==> config.mk <==
export PLATFORM = sky130hd
export DESIGN_NAME = dvs_event_packer
export DESIGN_NICKNAME = d
export VERILOG_FILES = /design/src/rtl/opendvs_event_pkg.sv /design/src/rtl/dvs_ts_counter.sv /design/src/rtl/dvs_event_packer.sv
export SDC_FILE = /design/constraint.sdc
export NUM_CORES = 1
export LEC_CHECK = 0
export ABC_CLOCK_PERIOD_IN_PS = 4900
export CAP_MARGIN = 25
export CELL_PAD_IN_SITES_DETAIL_PLACEMENT = 2
export CELL_PAD_IN_SITES_GLOBAL_PLACEMENT = 2
export CORE_MARGIN = 1.5
export CORE_UTILIZATION = 31
export DETAILED_ROUTE_END_ITERATION = 16
export PLACE_DENSITY = 0.86
export SLEW_MARGIN = 0
export SYNTH_ARGS = -nofsm -noshare
export SYNTH_HDL_FRONTEND = slang
export SYNTH_SLANG_ARGS = --single-unit
==> constraint.sdc <==
create_clock -name clk -period 4.9 [get_ports clk]
set_clock_uncertainty 0.1 [all_clocks]
set_input_delay 0.735 -clock clk [delete_from_list [all_inputs] [get_ports clk]]
set_output_delay 0.735 -clock clk [all_outputs]
set_load 0.01 [all_outputs]
==> src/rtl/opendvs_event_pkg.sv <==
// Shared definitions for the DVS event packer: slot layout, field offsets and FSM states.
package opendvs_event_pkg;

  localparam int SLOT_W         = 34;
  localparam int SLOT_VALID_BIT = 33;
  localparam int SLOT_POL_BIT   = 32;
  localparam int SLOT_X_LSB     = 24;
  localparam int SLOT_Y_LSB     = 16;
  localparam int SLOT_TS_LSB    = 0;

  typedef struct packed {
    logic        valid;
    logic        pol;
    logic [7:0]  x;
    logic [7:0]  y;
    logic [15:0] ts;
  } slot_t;

  typedef enum logic {
    FILL = 1'b0,
    EMIT = 1'b1
  } state_t;

endpackage

==> src/rtl/dvs_ts_counter.sv <==
// Free-running 16-bit event timestamp, advanced by a tick strobe and wrapping at 0xFFFF.
module dvs_ts_counter (
  input  logic        clk,
  input  logic        rst,
  input  logic        tick,
  output logic [15:0] ts
);

  always_ff @(posedge clk) begin
    if (rst) begin
      ts <= 16'h0000;
    end else if (tick) begin
      ts <= ts + 16'd1;
    end
  end

endmodule

==> src/rtl/dvs_event_packer.sv <==
// Packs DVS address events into fixed-width FIFO words, emitting on a full word,
// an explicit flush or an idle timeout.
module dvs_event_packer
  import opendvs_event_pkg::*;
#(
  parameter int DWIDTH        = 136,
  parameter int EV_PER_WORD   = 4,
  parameter int FLUSH_TIMEOUT = 1024
) (
  input  logic                           clk,
  input  logic                           rst,
  input  logic                           ev_valid,
  input  logic [7:0]                     ev_x,
  input  logic [7:0]                     ev_y,
  input  logic                           ev_pol,
  input  logic                           ts_tick,
  input  logic                           flush_req,
  input  logic                           full_fifo,
  output logic                           wr_en_fifo,
  output logic [DWIDTH-1:0]              wdata_fifo,
  output logic [15:0]                    drop_count,
  output logic [$clog2(EV_PER_WORD):0]   fill_level
);

  localparam int FLW = $clog2(EV_PER_WORD) + 1;
  localparam int IW  = $clog2(FLUSH_TIMEOUT) + 1;
  localparam logic [FLW-1:0] LAST_SLOT = FLW'(EV_PER_WORD - 1);
  localparam logic [IW-1:0]  IDLE_LAST = IW'(FLUSH_TIMEOUT - 2);

  logic [15:0]        ts_value;
  state_t             state;
  logic [DWIDTH-1:0]  word_q;
  logic [FLW-1:0]     fill_q;
  logic [IW-1:0]      idle_q;
  logic [15:0]        drop_q;
  logic [SLOT_W-1:0]  new_slot;
  logic               accept;
  logic               last_slot;
  logic               do_flush;
  logic               timeout;

  dvs_ts_counter u_ts_counter (
    .clk  (clk),
    .rst  (rst),
    .tick (ts_tick),
    .ts   (ts_value)
  );

  // The event takes the timestamp as it stands this cycle, before any same-cycle tick.
  always_comb begin
    new_slot                        = '0;
    new_slot[SLOT_VALID_BIT]        = 1'b1;
    new_slot[SLOT_POL_BIT]          = ev_pol;
    new_slot[SLOT_X_LSB +: 8]       = ev_x;
    new_slot[SLOT_Y_LSB +: 8]       = ev_y;
    new_slot[SLOT_TS_LSB +: 16]     = ts_value;
  end

  assign accept    = (state == FILL) && ev_valid;
  assign last_slot = accept && (fill_q == LAST_SLOT);
  assign do_flush  = (state == FILL) && flush_req && ((fill_q != '0) || ev_valid);
  // Idle counter hits its last value on the edge that lands the write exactly FLUSH_TIMEOUT cycles after the last event.
  assign timeout   = (state == FILL) && !ev_valid && (fill_q != '0) && (idle_q == IDLE_LAST);

  // Reset gates the strobe so a pending word is never written while rst is high.
  assign wr_en_fifo = (state == EMIT) && !full_fifo && !rst;
  assign wdata_fifo = word_q;
  assign drop_count = drop_q;
  assign fill_level = fill_q;

  always_ff @(posedge clk) begin
    if (rst) begin
      state  <= FILL;
      word_q <= '0;
      fill_q <= '0;
      idle_q <= '0;
      drop_q <= 16'h0000;
    end else begin
      case (state)
        FILL: begin
          if (accept) begin
            for (int k = 0; k < EV_PER_WORD; k++) begin
              if (fill_q == FLW'(k)) begin
                word_q[k*SLOT_W +: SLOT_W] <= new_slot;
              end
            end
            fill_q <= fill_q + 1'b1;
            idle_q <= '0;
          end else if (fill_q != '0) begin
            idle_q <= idle_q + 1'b1;
          end
          if (last_slot || do_flush || timeout) begin
            state <= EMIT;
          end
        end
        EMIT: begin
          if (ev_valid && (drop_q != 16'hFFFF)) begin
            drop_q <= drop_q + 16'd1;
          end
          if (!full_fifo) begin
            state  <= FILL;
            word_q <= '0;
            fill_q <= '0;
            idle_q <= '0;
          end
        end
        default: begin
          state <= FILL;
        end
      endcase
    end
  end

endmodule

==> impl_metrics.ini, run 1 <==
[global_route]
grt_max_degree = 91
first_global_vias = 7079
grt_use_met3_pct = 3.13
grt-busiest-layer = met2
track_usage_pct = 21.7
grt_overflow = 0
met2_usage_pct = 38.3
antenna_found_initial = 0
grtUsageMet1_pct = 27.1
grt_first_pass_wirelength_mm = 40.4

[logic_synthesis]
synth.largest_area_cell = dfxtp_1
synth.ff_latch_count = 183
synth_top_area_share_pct = 51.7
post_synth.cell_area_avg_um2 = 8.81
synthCells = 804
syn_area_um2 = 7080
synthArstFlopShare_pct = 0
synth_edf_count = 0
synth.area.top_cells = dfxtp_1, nand2_1, a21oi_1
ys_warn_count = 0
yosysSeqAreaShare_pct = 51.7
syn-num-nets = 836
ys.flop_type = dfxtp_1
synth.distinct_cells = 50

[min_path]
hold_path.class = reg -> reg
whs_endpoint = wdata_fifo[8]$_SDFFE_PP0P_
hp-start = wdata_fifo[8]$_SDFFE_PP0P_
min_path_cells = 2

[timing]
layout_worst_path_cycle_share_pct = 59.7
setup_viol = 0
slew_headroom_pct = 33.4
grt_setup_unrepaired = false
slew_violations = 0
max_freq_ghz = 0.342
timing.setup.tns_ps = 0
min_period_ps = 2920
tightest_slew_ps = 996
hold_viol_final = 0
setup_slack_ps = 1980

[placed_design]
place.gp.congestion = 0.790
io_buffers = 178
post-dp-hpwl_mm = 16.9
pre_cts_ws_ps = 1630
dp_cells = 1214

[cts]
hold_buffers = 0
h-tree-depth = 4
clock_path_buffers = 2
cts_buffers = 17
clock_sinks = 183
cts_resized = 0
cts_post_setup_buffers_inserted = 0
cts_tree = done
cts.reportedPaths.clkPinSlew_ps = 70
root_buffer = clkbuf_16
insertion_delay_ps = 430

[critical_path]
crit_path_max_fanout = 3
r2r_slack_ps = 2260
r2r_end = wdata_fifo[19]$_SDFFE_PP0P_
worst_setup_path_end_kind = primary output
r2r-start = state$_SDFF_PP0_
critPathKind = in -> out
worstPathRequired_ps = 4070
crit_path_start_kind = input pin
worstRegToRegCells = 6
arrival_ps = 2090

[die]
die-area_um2 = 23800
rows = 55
start_util_pct = 31.5
die_h_um = 154
ioPinCount = 179
coreArea_um2 = 22500
die_w_um = 154

[power]
sw_frac_of_total_pct = 28.6
p_switching_mw = 0.938
clockPowerShare_pct = 41.5
vdd_drop_max_mv = 0.180
combPwrFrac_pct = 11.1
power_frac_seq_pct = 47.4
leakage_nw = 3.33
powerDensity_nw_per_um2 = 337
p_int_mw = 2.35

[detailed_routing]
drt-total-wl_mm = 25.4
drt_iter0_drc = 267
antenna_left = 0
first_pass_iters = 4
wire_per_inst_um = 20.3
drc = 0
via_per_inst = 5.25
vias = 6552

[final_layout]
layout_commonest_cell = dfxtp_1
fin_cells = 1249
drive_gt1_share_pct = 6.02
syn_to_final_growth_pct = 37.5
fin_util_pct = 43.3
layout_common_cells = dfxtp_1, clkdlybuf4s50_1, nand2_1
final_nets = 983
fillers = 2459
diodes = 0

[status]
status = finished clean

[job]
maxCapViolCount = 0
cell families (layout without fill, tap and decap cells):
kind of cell,count (synthesis),after routing,synth area share (%)
AO/OA/AOI/OAI,191,191,17.4
XOR/XNOR,18,18,2.23
adder cells (fa/ha/maj),9,9,1.59
buffers and inverters,70,230,4.14
flip-flops,183,183,51.7
multiplexers,3,3,0.442
AND/OR/NAND/NOR,330,330,22.4
critical path, cell delays in order:
cell             delay, ps
clkdlybuf4s50_1        460
nand2b_1               230
nor2_1                 120
clkdlybuf4s50_1        550
synth_stat cells (7+ instances only):
cell type  number
buf_2          21
xor2_1          8
or4_1           7
a22o_1         33
nor4_1          7
a21oi_1        87
inv_1          11
nor2_1         66
ha_1            9
dfxtp_1       183
xnor2_1        10
nand2_1       150
or3_1          12
o31ai_1         8
o21ai_0        11
nand3_1        15
a22oi_1        34
clkbuf_1       34
nand4_1         9
nor2b_1        31
final cells by class:
cell class	instances	area [um^2]	share of cell area [%]
sequential	183	3660	37.6
clock inverter	14	151	1.55
tap	285	357	3.66
clock buffer	18	429	4.41
inverter	11	41.3	0.424
multi-input combinational	551	3190	32.8
timing repair buffer	187	1900	19.5
per-stage QoR:
stage | total power, mW | instance area (um^2) | hold WS (ps)
after floorplan | 1.77 | 7080 | 353
after global placement | 1.94 | 9070 | 335
after detailed placement | 1.95 | 9100 | 349
after CTS | 3.32 | 9680 | 359
after global routing | 3.42 | 9740 | 384
final | 3.28 | 9740 | 355
state kept, by name (all words and copies together), names as in the netlist:
signal and cells:
drop_count 16, fill_level 3, idle_q 11, state 1
u_ts_counter.ts 16, wdata_fifo 136
per-layer routing:
| layer | up-vias | wire length (um) |
|---|---|---|
| met3 | 27 | 865 |
| met1 | 3308 | 11100 |
| li1 | 3078 | - |
| met5 | - | 0 |
| met2 | 139 | 12900 |
| met4 | 0 | 468 |
power by group through the flow:
| stage | logic, mW | clock network (mW) | registers (mW) |
|---|---|---|---|
| after CTS | 0.355 | 1.40 | 1.57 |
| final | 0.364 | 1.36 | 1.56 |
| after global placement | 0.336 | 0 | 1.60 |
| after detailed placement | 0.352 | 0 | 1.60 |
| after floorplan | 0.172 | 0 | 1.59 |
| after global routing | 0.395 | 1.46 | 1.56 |
worst max-delay path by stage:
stage                                 from                           end  slack [ps]
after floorplan                        rst                    wr_en_fifo        2390
after global placement            ev_valid   wdata_fifo[39]$_SDFFE_PP0P_        1720
after detailed placement          ev_valid  wdata_fifo[124]$_SDFFE_PP0P_        1630
after CTS                 state$_SDFF_PP0_                    wr_en_fifo        1580
after global routing      state$_SDFF_PP0_                    wr_en_fifo        1890
final                            full_fifo                    wr_en_fifo        1980
(Power assumes the default switching activity.)
==> inputs of run 2 (changes only) <==
--- a/config.mk
+++ b/config.mk
@@ -5,14 +5,14 @@
 export SDC_FILE = /design/constraint.sdc
 export NUM_CORES = 1
 export LEC_CHECK = 0
-export ABC_CLOCK_PERIOD_IN_PS = 4900
+export ABC_CLOCK_PERIOD_IN_PS = 2800
 export CAP_MARGIN = 25
 export CELL_PAD_IN_SITES_DETAIL_PLACEMENT = 2
 export CELL_PAD_IN_SITES_GLOBAL_PLACEMENT = 2
 export CORE_MARGIN = 1.5
-export CORE_UTILIZATION = 31
+export CORE_UTILIZATION = 29
 export DETAILED_ROUTE_END_ITERATION = 16
-export PLACE_DENSITY = 0.86
+export PLACE_DENSITY = 0.81
 export SLEW_MARGIN = 0
 export SYNTH_ARGS = -nofsm -noshare
 export SYNTH_HDL_FRONTEND = slang
==> constraint.sdc (replaced) <==
create_clock -name clk -period 2.8 [get_ports clk]
set_clock_uncertainty 0.1 [all_clocks]
set_input_delay 0.42 -clock clk [delete_from_list [all_inputs] [get_ports clk]]
set_output_delay 0.42 -clock clk [all_outputs]
set_load 0.01 [all_outputs]
==> impl_metrics.ini, run 2 (synthesis gave the netlist of run 1 again) <==
[detailed_routing]
drt-total-wl_mm = 25.4
drc = 0
via_per_inst = 5.05
vias = 6517
wire_per_inst_um = 19.7
first_pass_iters = 4
drt_iter0_drc = 275
antenna_left = 0

[min_path]
whs_endpoint = drop_count[4]$_SDFFE_PP0P_
hold_path.class = in -> reg
min_path_cells = 2
hp-start = rst

[cts]
clock_sinks = 183
root_buffer = clkbuf_16
clock_path_buffers = 2
cts_buffers = 17
insertion_delay_ps = 440
cts_resized = 0
cts_tree = done
hold_buffers = 0
cts_post_setup_buffers_inserted = 0
h-tree-depth = 4
cts.reportedPaths.clkPinSlew_ps = 80

[timing]
tightest_slew_ps = 945
min_period_ps = 2430
setup_viol = 0
slew_violations = 0
max_freq_ghz = 0.411
timing.setup.tns_ps = 0
hold_ws_ps = 237
hold_viol_final = 0
layout_worst_path_cycle_share_pct = 86.9
grt_setup_unrepaired = false
slew_headroom_pct = 36.8

[critical_path]
r2r_slack_ps = 670
crit_slowest_cell = dfxtp_2
critPathKind = reg -> out
arrival_ps = 1910
crit_path_max_fanout = 19
worstPathRequired_ps = 2280
cp_top_family = flip-flops
worst_setup_path_end_kind = primary output
path_cells = nand2b_1 > nor2_1 > clkdlybuf4s50_1
path_buf_inv = 1
r2r_end = idle_q[1]$_SDFFE_PP0P_
max_stage_delay_ps = 610
crit_path_start_kind = register
r2r-start = state$_SDFF_PP0_
worstRegToRegCells = 4

[final_layout]
largest_reg_flops = 136
fin_util_pct = 41.6
layout_commonest_cell = dfxtp_1
fillers = 2627
stdcell_area_um2 = 9860
fin_cells = 1291
drive_gt1_share_pct = 6.89
syn_to_final_growth_pct = 39.3
diodes = 0
layout_common_cells = dfxtp_1, clkdlybuf4s50_1, nand2_1
final_nets = 991

[global_route]
grt_overflow = 0
grt_first_pass_wirelength_mm = 40.7
grt_max_degree = 59
antenna_found_initial = 0
first_global_vias = 7073
track_usage_pct = 20.4

[placed_design]
post-dp-hpwl_mm = 17.1
dpl_cell_area_um2 = 9240
io_buffers = 178
place.gp.congestion = 0.744
dp_cells = 1259

[power]
vdd_drop_max_mv = 0.302
powerDensity_nw_per_um2 = 602
leakage_nw = 3.38

[die]
die_w_um = 159
die_h_um = 159
ioPinCount = 179
coreArea_um2 = 23700
start_util_pct = 29.9
die-area_um2 = 25400
rows = 56

[job]
maxCapViolCount = 0

[status]
status = finished clean
## run 2: changes by cell type in the layout (fill, tap and decap cells not counted), moves of 2 or more
cell,delta
buf_12,+2
buf_16,-2
buf_4,+9
bufinv_16,+2
clkinv_4,-2
## run 2: power breakdown
| group | total [mW] | internal (mW) | leakage (nW) | switching [mW] |
|---|---|---|---|---|
| Sequential | 2.72 | 2.67 | 1.48 | 0.0571 |
| Combinational | 0.640 | 0.248 | 1.60 | 0.392 |
| Clock | 2.57 | 1.38 | 0.302 | 1.18 |
| Total | 5.93 | 4.30 | 3.38 | 1.63 |
## run 2: stage by stage
stage	total power [mW]	setup WS [ps]
after detailed placement	3.43	194
after global routing	6.17	258
after CTS	6.01	308
after floorplan	3.09	919
final	5.93	366
after global placement	3.42	283
## run 2: layout make-up
| type | instances | area (um^2) | share of cell area [%] |
|---|---|---|---|
| sequential | 183 | 3660 | 37.2 |
| timing repair buffer | 195 | 1940 | 19.7 |
| multi-input combinational | 551 | 3190 | 32.4 |
| clock inverter | 14 | 180 | 1.83 |
| tap | 319 | 399 | 4.05 |
| clock buffer | 18 | 439 | 4.45 |
| inverter | 11 | 41.3 | 0.419 |
## run 2: worst max-delay path by stage
| stage | startpoint | to | slack (ps) | depth (start not counted) |
|---|---|---|---|---|
| finish | state$_SDFF_PP0_ | wr_en_fifo | 370 | 3 |
| CTS | state$_SDFF_PP0_ | wr_en_fifo | 310 | 3 |
| global route | state$_SDFF_PP0_ | wr_en_fifo | 260 | 3 |
| global placement | ev_valid | wdata_fifo[115]$_SDFFE_PP0P_ | 280 | 6 |
| floorplan | fill_level[0]$_SDFFE_PP0P_ | idle_q[10]$_SDFFE_PP0P_ | 920 | 7 |
| detailed placement | full_fifo | wdata_fifo[34]$_SDFFE_PP0P_ | 190 | 5 |
## run 2: worst register-to-register path, delay by kind of cell (launching register included)
kind / cells / cell delay, ps
AO/OA/AOI/OAI: 1 / 260
flip-flops: 1 / 610
buffers and inverters: 1 / 420
AND/OR/NAND/NOR: 2 / 650
## run 2: routing by layer
metal	vias to the layer above	wire [um]	global-route usage (%)
li1	3085	-	-
met4	0	377	5.62
met2	135	12700	36.1
met5	-	0	0
met3	22	958	4.19
met1	3275	11400	24.9
==> inputs of run 3 (changes only) <==
--- a/config.mk
+++ b/config.mk
@@ -10,9 +10,10 @@
 export CELL_PAD_IN_SITES_DETAIL_PLACEMENT = 2
 export CELL_PAD_IN_SITES_GLOBAL_PLACEMENT = 2
 export CORE_MARGIN = 1.5
-export CORE_UTILIZATION = 29
+export CORE_UTILIZATION = 37
 export DETAILED_ROUTE_END_ITERATION = 16
-export PLACE_DENSITY = 0.81
+export DONT_BUFFER_PORTS = 1
+export PLACE_DENSITY = 0.8
 export SLEW_MARGIN = 0
 export SYNTH_ARGS = -nofsm -noshare
 export SYNTH_HDL_FRONTEND = slang
==> impl_metrics.ini, run 3 (synthesis gave the netlist of run 1 again) <==
[status]
status = finished clean

[timing]
setup_viol = 0
timing.setup.tns_ps = 0
hold_viol_final = 0
grt_setup_unrepaired = false
layout_worst_path_cycle_share_pct = 94.6
max_freq_ghz = 0.377
min_period_ps = 2650
setup_slack_ps = 150
tightest_slew_ps = 835
slew_violations = 0
slew_headroom_pct = 44.3

[die]
start_util_pct = 37.8
rows = 50
ioPinCount = 179
die-area_um2 = 20000
die_w_um = 141
coreArea_um2 = 18700
die_h_um = 141

[placed_design]
post-dp-hpwl_mm = 15.5
pre_cts_ws_ps = 503
io_buffers = 0
place.gp.congestion = 0.785

[cts]
insertion_delay_ps = 430
cts_buffers = 17
cts.reportedPaths.clkPinSlew_ps = 80
cts_tree = done
clock_path_buffers = 2
h-tree-depth = 4
root_buffer = clkbuf_16
clock_sinks = 183

[critical_path]
critPathLaunch = state$_SDFF_PP0_
worstRegToRegCells = 6
worstPathRequired_ps = 3070
r2r_slack_ps = 150
crit_path_max_fanout = 26
critPathKind = reg -> reg
r2r_end = wdata_fifo[21]$_SDFFE_PP0P_
arrival_ps = 2920
crit_path_start_kind = register
worst_setup_path_end_kind = register
r2r-start = state$_SDFF_PP0_

[global_route]
track_usage_pct = 23.4
met2_usage_pct = 42.6
grt_first_pass_wirelength_mm = 36.2
grt-busiest-layer = met2
grtUsageMet1_pct = 26.2
grt_overflow = 0
first_global_vias = 6362
antenna_found_initial = 0
grt_use_met3_pct = 6.28
grt_max_degree = 125

[final_layout]
final_nets = 815
layout_commonest_cell = dfxtp_1
layout_common_cells = dfxtp_1, nand2_1, a21oi_1
syn_to_final_growth_pct = 13.0
diodes = 0
drive_gt1_share_pct = 7.54
largest_reg_flops = 136

[detailed_routing]
drc = 0
vias = 5912
drt-total-wl_mm = 23.4
antenna_left = 0
drt_iter0_drc = 219
first_pass_iters = 4
via_per_inst = 5.74
wire_per_inst_um = 22.8

[min_path]
whs_endpoint = wdata_fifo[124]$_SDFFE_PP0P_
hp-start = ev_y[6]
hold_path.class = in -> reg
min_path_cells = 1

[power]
leakage_nw = 2.79
vdd_drop_max_mv = 0.378
powerDensity_nw_per_um2 = 705

[job]
maxCapViolCount = 0
-- run 3: report_power, final --
part | switching (mW) | internal [mW]
sequential | 0.100 | 2.67
clock | 1.14 | 1.30
combinational | 0.301 | 0.142
total | 1.54 | 4.10
-- run 3: layer usage --
metal  part of all wire (%)  routed length, um  up-vias
met5                      0                  0        -
met1                     41               9510     3004
li1                       -                  -     2736
met4                    1.8                424        0
met2                     52              12300      142
met3                    5.3               1250       30
-- run 3: how the worst max path moves through the flow --
stage / end / slack, ps
global placement: wdata_fifo[72]$_SDFFE_PP0P_ / 680
CTS: wdata_fifo[21]$_SDFFE_PP0P_ / 120
finish: wdata_fifo[21]$_SDFFE_PP0P_ / 150
detailed placement: wdata_fifo[89]$_SDFFE_PP0P_ / 500
global route: wdata_fifo[26]$_SDFFE_PP0P_ / 30
floorplan: idle_q[10]$_SDFFE_PP0P_ / 920
-- run 3: timing repair --
item / CTS / global route
hold endpoints to repair: 131 / 0
setup endpoints to repair: 0 / 5
buffers inserted: 0 / 0
hold buffers: 9 / 0
resized for setup: 0 / 1
-- run 3: area by class of cell --
class	instances	area, um^2
clock buffer	18	439
clock inverter	14	159
fill	2021	10700
inverter	11	41.3
multi-input combinational	551	3180
sequential	183	3660
tap	234	293
timing repair buffer	19	220
-- run 3: metrics by stage --
| stage | cells | hold WS [ps] | area (um^2) | utilization, % | power [mW] |
|---|---|---|---|---|---|
| 2_1_floorplan | 804 | 353 | 7080 | - | 3.09 |
| 3_5_place_dp | 989 | 389 | 7290 | 39.0 | 3.23 |
| 5_1_grt | 1030 | 1.08 | 8000 | 42.8 | 5.87 |
| 4_1_cts | 1030 | 2.64 | 7990 | 42.7 | 5.70 |
| 3_3_place_gp | 989 | 364 | 7290 | 39.0 | 3.20 |
| 6_report | 1030 | 15.8 | 8000 | 42.8 | 5.64 |
-- run 3: worst max-delay path: stages (launching register included) --
cell	delay [ps]
dfxtp_2	650
and2b_1	340
a31oi_4	500
buf_12	230
nand2_1	70
a21oi_1	130
dlygate4sd3_1	570
